<file path="src/rtl/fx_arb.sv">
// fx_arb: two-requester arbiter and sequencer for the shared 8-bit fx register bus.
// Build option FX_ARB_RR_EN selects round-robin arbitration; otherwise m0 has fixed priority.
module fx_arb #(
    parameter int RD_LAT = 1
) (
    input  logic        clk_sys,
    input  logic        rst,
    input  logic        m0_req,
    input  logic        m0_wr,
    input  logic [21:0] m0_addr,
    input  logic [7:0]  m0_wdata,
    output logic        m0_ack,
    output logic [7:0]  m0_rdata,
    input  logic        m1_req,
    input  logic        m1_wr,
    input  logic [21:0] m1_addr,
    input  logic [7:0]  m1_wdata,
    output logic        m1_ack,
    output logic [7:0]  m1_rdata,
    output logic        fx_wr,
    output logic        fx_rd,
    output logic [21:0] fx_waddr,
    output logic [21:0] fx_raddr,
    output logic [7:0]  fx_data,
    input  logic [7:0]  fx_q,
    output logic        busy,
    output logic [1:0]  gnt
);
    typedef enum logic [1:0] {IDLE, ISSUE, WAIT, DONE} state_t;

    localparam logic [2:0] LAT_LAST = 3'(RD_LAT - 1);

    state_t      state_q;
    logic [1:0]  gnt_q;
    logic        isWrite_q;
    logic [2:0]  latCnt_q;
    logic        fxWr_q;
    logic        fxRd_q;
    logic [21:0] fxWaddr_q;
    logic [21:0] fxRaddr_q;
    logic [7:0]  fxData_q;
    logic        m0Ack_q;
    logic        m1Ack_q;
    logic [7:0]  m0Rdata_q;
    logic [7:0]  m1Rdata_q;
    logic        busy_q;
`ifdef FX_ARB_RR_EN
    logic        lastM1_q;
`endif

    logic [1:0]  win_d;
    logic        selWr;
    logic [21:0] selAddr;
    logic [7:0]  selWdata;

    // Winner selection and mux of the winning requester's command fields.
    always_comb begin
        win_d = 2'b00;
        if (m0_req && m1_req) begin
`ifdef FX_ARB_RR_EN
            win_d = lastM1_q ? 2'b01 : 2'b10;
`else
            win_d = 2'b01;
`endif
        end else if (m0_req) begin
            win_d = 2'b01;
        end else if (m1_req) begin
            win_d = 2'b10;
        end
        selWr    = win_d[1] ? m1_wr    : m0_wr;
        selAddr  = win_d[1] ? m1_addr  : m0_addr;
        selWdata = win_d[1] ? m1_wdata : m0_wdata;
    end

    always_ff @(posedge clk_sys) begin
        if (rst) begin
            state_q   <= IDLE;
            gnt_q     <= 2'b00;
            isWrite_q <= 1'b0;
            latCnt_q  <= 3'd0;
            fxWr_q    <= 1'b0;
            fxRd_q    <= 1'b0;
            fxWaddr_q <= 22'd0;
            fxRaddr_q <= 22'd0;
            fxData_q  <= 8'd0;
            m0Ack_q   <= 1'b0;
            m1Ack_q   <= 1'b0;
            m0Rdata_q <= 8'd0;
            m1Rdata_q <= 8'd0;
            busy_q    <= 1'b0;
`ifdef FX_ARB_RR_EN
            lastM1_q  <= 1'b1;
`endif
        end else begin
            fxWr_q  <= 1'b0;
            fxRd_q  <= 1'b0;
            m0Ack_q <= 1'b0;
            m1Ack_q <= 1'b0;
            case (state_q)
                // The strobe for the ISSUE cycle is set up here so it leaves a register.
                IDLE: begin
                    if (win_d != 2'b00) begin
                        gnt_q     <= win_d;
                        busy_q    <= 1'b1;
                        isWrite_q <= selWr;
                        fxWr_q    <= selWr;
                        fxRd_q    <= ~selWr;
                        if (selWr) begin
                            fxWaddr_q <= selAddr;
                            fxData_q  <= selWdata;
                        end else begin
                            fxRaddr_q <= selAddr;
                        end
                        state_q <= ISSUE;
                    end
                end
                ISSUE: begin
                    if (isWrite_q) begin
                        m0Ack_q <= gnt_q[0];
                        m1Ack_q <= gnt_q[1];
                        state_q <= DONE;
                    end else begin
                        latCnt_q <= LAT_LAST;
                        state_q  <= WAIT;
                    end
                end
                WAIT: begin
                    if (latCnt_q == 3'd0) begin
                        if (gnt_q[0]) m0Rdata_q <= fx_q;
                        if (gnt_q[1]) m1Rdata_q <= fx_q;
                        m0Ack_q <= gnt_q[0];
                        m1Ack_q <= gnt_q[1];
                        state_q <= DONE;
                    end else begin
                        latCnt_q <= latCnt_q - 3'd1;
                    end
                end
                DONE: begin
`ifdef FX_ARB_RR_EN
                    lastM1_q <= gnt_q[1];
`endif
                    gnt_q   <= 2'b00;
                    busy_q  <= 1'b0;
                    state_q <= IDLE;
                end
                default: state_q <= IDLE;
            endcase
        end
    end

    assign fx_wr    = fxWr_q;
    assign fx_rd    = fxRd_q;
    assign fx_waddr = fxWaddr_q;
    assign fx_raddr = fxRaddr_q;
    assign fx_data  = fxData_q;
    assign m0_ack   = m0Ack_q;
    assign m1_ack   = m1Ack_q;
    assign m0_rdata = m0Rdata_q;
    assign m1_rdata = m1Rdata_q;
    assign busy     = busy_q;
    assign gnt      = gnt_q;

endmodule

</file>
<file path="config.mk">
export PLATFORM = sky130hd
export DESIGN_NAME = fx_arb
export DESIGN_NICKNAME = d
export VERILOG_FILES = /design/src/rtl/fx_arb.sv
export SDC_FILE = /design/constraint.sdc
export NUM_CORES = 1
export LEC_CHECK = 0
export BUFFER_PORTS_ARGS = -buffer_cell sky130_fd_sc_hd__buf_4
export CORE_MARGIN = 10
export CORE_UTILIZATION = 40
export CTS_CLUSTER_SIZE = 14
export DETAILED_ROUTE_END_ITERATION = 8
export PLACE_DENSITY = 0.8
export SYNTH_ARGS = -nofsm -noshare
export SYNTH_HDL_FRONTEND = slang
export SYNTH_SLANG_ARGS = --single-unit
</file>
<file path="constraint.sdc">
create_clock -name clk_sys -period 1.85 [get_ports clk_sys]
set_clock_uncertainty 0.15 [all_clocks]
set_input_delay 0.37 -clock clk_sys [delete_from_list [all_inputs] [get_ports clk_sys]]
set_output_delay 0.37 -clock clk_sys [all_outputs]
set_load 0.03 [all_outputs]
</file>
==> impl_metrics.py <==
metrics = {
    "outcome": {
        "status": "finished, final reports clean",
    },
    "sta": {
        "fin_crit_ps": 1804,
        "slew_viol_final": 0,
        "hold_violations": 0,
        "holdWs_ps": 122.5,
        "max_freq_mhz": 554.3,
        "rsz0062_at_grt": "no",
        "relSlewSlack_pct": 77.37,
        "finalCritPeriodShare_pct": 97.52,
        "worstMarginPinSlew_ps": 339.5,
        "tns_ps": 0,
        "setup_viol": 0,
    },
    "detailed_routing": {
        "drt-total-wl_um": 10550,
        "vias_per_cell": 5.220,
        "vias": 3012,
        "wl_per_cell_um": 18.28,
        "ant_nets": 0,
        "drc_errors": 0,
        "drt_iter0_markers": 84,
        "dr.pass1.iters": 4,
    },
    "global_route": {
        "first_global_vias": 3230,
        "track_usage_pct": 15.56,
        "overflow": 0,
        "grt_pass1_wl_um": 16410,
        "antenna_found_initial": 0,
        "grt_max_degree": 31,
    },
    "placement": {
        "io_buffers": 148,
        "place.gp.congestion": 0.8330,
        "dp_hpwl_um": 8082,
    },
    "power": {
        "ir_worst_vdd_v": 0.0005284,
        "power_density_nw_per_um2": 1274,
        "power_switching_share_pct": 38.21,
        "clockPowerShare_pct": 19.5,
        "seqPwrFrac_pct": 35.7,
        "pwr-share-comb_pct": 44.8,
        "p_int_mw": 3.940,
        "leakage_nw": 2.361,
        "power_mw": 6.376,
        "p_sw_mw": 2.436,
    },
    "layout": {
        "utilization_pct": 60.30,
        "multiInputGateArea_um2": 1709,
        "fillers": 675,
        "seq_area_um2": 1625,
        "n_antenna_cell": 0,
        "drive_gt1_share_pct": 48.94,
        "nNetsFinal": 550,
        "syn_to_final_growth_pct": 44.98,
    },
    "floorplanning": {
        "dieWidth_um": 112.9,
        "initial_core_util_pct": 41.60,
        "core-area_um2": 8299,
        "die_area_um2": 12750,
        "pin_count": 149,
        "row_count": 33,
        "die_y_um": 112.9,
    },
    "yosys": {
        "synth_nets": 397,
        "ys_ff_latch": 81,
        "synth.avg_cell_area_um2": 10.96,
        "synth-edff-count": 0,
        "ys_async_sr_fraction_pct": 0,
        "synth_area_um2": 3452,
        "ys_types": 35,
        "syn_inst": 315,
        "ys_warn_count": 0,
        "ys.flop_type": "dfxtp_1",
        "ys_seq_area_share_pct": 46.97,
    },
    "clock_network": {
        "cts_made_buffers": 9,
        "clock_sinks": 81,
        "clk_latency_ps": 340,
        "clockRootBuffer": "clkbuf_8",
        "clk_pin_slew_ps": 90,
        "htreeDepth": 3,
        "cts_hold_buffers": 0,
        "cts_tree": "built",
        "cts_setup_buffers": 0,
        "cts_buffer_depth": 2,
    },
    "setup_path": {
        "critPathTopFamily": "compound AO/OA/AOI/OAI gates",
        "critPathBufInv": 1,
        "cp_data_arrival_time_ps": 1930,
        "slowest_stage": "or3b_2",
        "worstPathCellList": "buf_4, ha_1, a22o_4, or3b_2, a21oi_1",
        "endpoint_kind": "flip-flop",
        "max_stage_delay_ps": 430,
        "path_max_fanout": 6,
        "crit_type": "reg2reg",
        "start_kind": "flip-flop",
        "required_ps": 1980,
    },
    "run": {
        "maxCapViolCount": 0,
    },
    "hold_path": {
        "worstHoldPathType": "in2reg",
    },
}
cell families after synthesis:
family | count (synthesis) | synth area share, %
compound gates | 74 | 20.12
mux | 47 | 13.63
simple gates | 72 | 11.27
fa+ha+maj | 8 | 2.900
flops | 81 | 46.97
buf+inv | 33 | 5.110
cell type report:
| cell class | count | area share, % |
|---|---|---|
| clock inverters | 5 | 1.150 |
| repair buffers | 168 | 26.52 |
| flip-flops and latches | 81 | 32.48 |
| inverters | 7 | 0.5250 |
| well taps | 105 | 2.625 |
| clock buffers | 10 | 2.550 |
| multi-input cells | 201 | 34.15 |
synth_stat cells, types with 2 or more instances:
library cell | count | area (um2)
o21a_1 | 2 | 15.01
buf_4 | 3 | 22.52
inv_1 | 7 | 26.28
a211oi_2 | 30 | 375.4
ha_1 | 8 | 100.1
nor3b_1 | 2 | 15.01
buf_2 | 9 | 45.04
nand2b_1 | 2 | 12.51
nand3_1 | 2 | 10.01
nor2_1 | 19 | 71.32
o21ai_0 | 8 | 40.04
a21oi_1 | 8 | 40.04
nor3_1 | 30 | 150.1
dfxtp_1 | 81 | 1622
mux2i_1 | 47 | 470.5
buf_6 | 4 | 45.04
nor2b_1 | 3 | 18.77
or3b_2 | 3 | 26.28
o2bb2ai_1 | 22 | 192.7
and2_1 | 2 | 12.51
clkbuf_1 | 9 | 33.78
routing by layer:
layer / GRT usage, % / vias up / part of all wire, %
li1: - / 1458 / -
met1: 17.15 / 1426 / 40
met2: 26.80 / 115 / 50
met3: 6.181 / 13 / 8.8
met4: 4.907 / 0 / 1.3
met5: 0 / - / 0
power by group through the flow:
stage / clock network (mW) / logic [mW] / registers (mW)
after floorplan: 0 / 1.18 / 2.84
after global placement: 0 / 2.65 / 2.29
after detailed placement: 0 / 2.74 / 2.30
after CTS: 1.26 / 2.79 / 2.27
after global routing: 1.34 / 3.08 / 2.32
final: 1.24 / 2.85 / 2.28
timing repair:
item | in CTS | in global routing
setup endpoints to repair | 2 | 38
endpoints found under the hold margin | 0 | 0
resized for setup | 1 | 13
worst min-delay path: cells and delay by family:
kind                   cells  cell delay (ps)
buffers and inverters      1               80
muxes                      1               50
and+or+nand+nor            1               70
final timing paths:
| check | from | end | slack [ps] | cells after the start |
|---|---|---|---|---|
| setup / recovery | state_q[0] | latCnt_q[1] | 50 | 5 |
| hold / removal | fx_q[0] | m1_rdata[0] | 120 | 3 |
| setup reg to reg | state_q[0] | latCnt_q[1] | 50 | 5 |
| hold reg to reg | fx_raddr[14] | fx_raddr[14] | 320 | 1 |
per-stage QoR:
step	area [um2]	setup WS (ps)	cells
floorplan	3455	23.45	315
global placement	4772	121.2	562
detailed placement	4772	12.21	562
CTS	4967	1.564	577
global route	5005	7.477	577
finish	5005	45.85	577
cells in the final DEF, fill, tap and decap left out, types with 2 or more instances in the layout:
cell type and n:
o21a_1 2, nor2_1 19, ha_2 2, nand3_1 2, or3b_2 2, inv_1 6, nor3_1 30, dfxtp_1 78
o2bb2ai_1 22, ha_1 5, mux2i_1 47, a211oi_2 30, a21oi_1 6, buf_4 162, nor2b_1 3, nor3b_1 2
clkbuf_8 9, clkinvlp_4 3, and2_1 2, o21ai_0 8, dfxtp_2 3, a21oi_2 2, buf_12 5
state kept, by name (all words and copies together), names as in the netlist:
| name | flops |
|---|---|
| isWrite_q | 1 |
| m1_rdata | 8 |
| m0_ack | 1 |
| m1_ack | 1 |
| state_q | 2 |
| gnt | 2 |
| fx_data | 8 |
| fx_rd | 1 |
| m0_rdata | 8 |
| latCnt_q | 3 |
| fx_raddr | 22 |
| fx_waddr | 22 |
| fx_wr | 1 |
| busy | 1 |
Power figures use the tool's default switching activity.
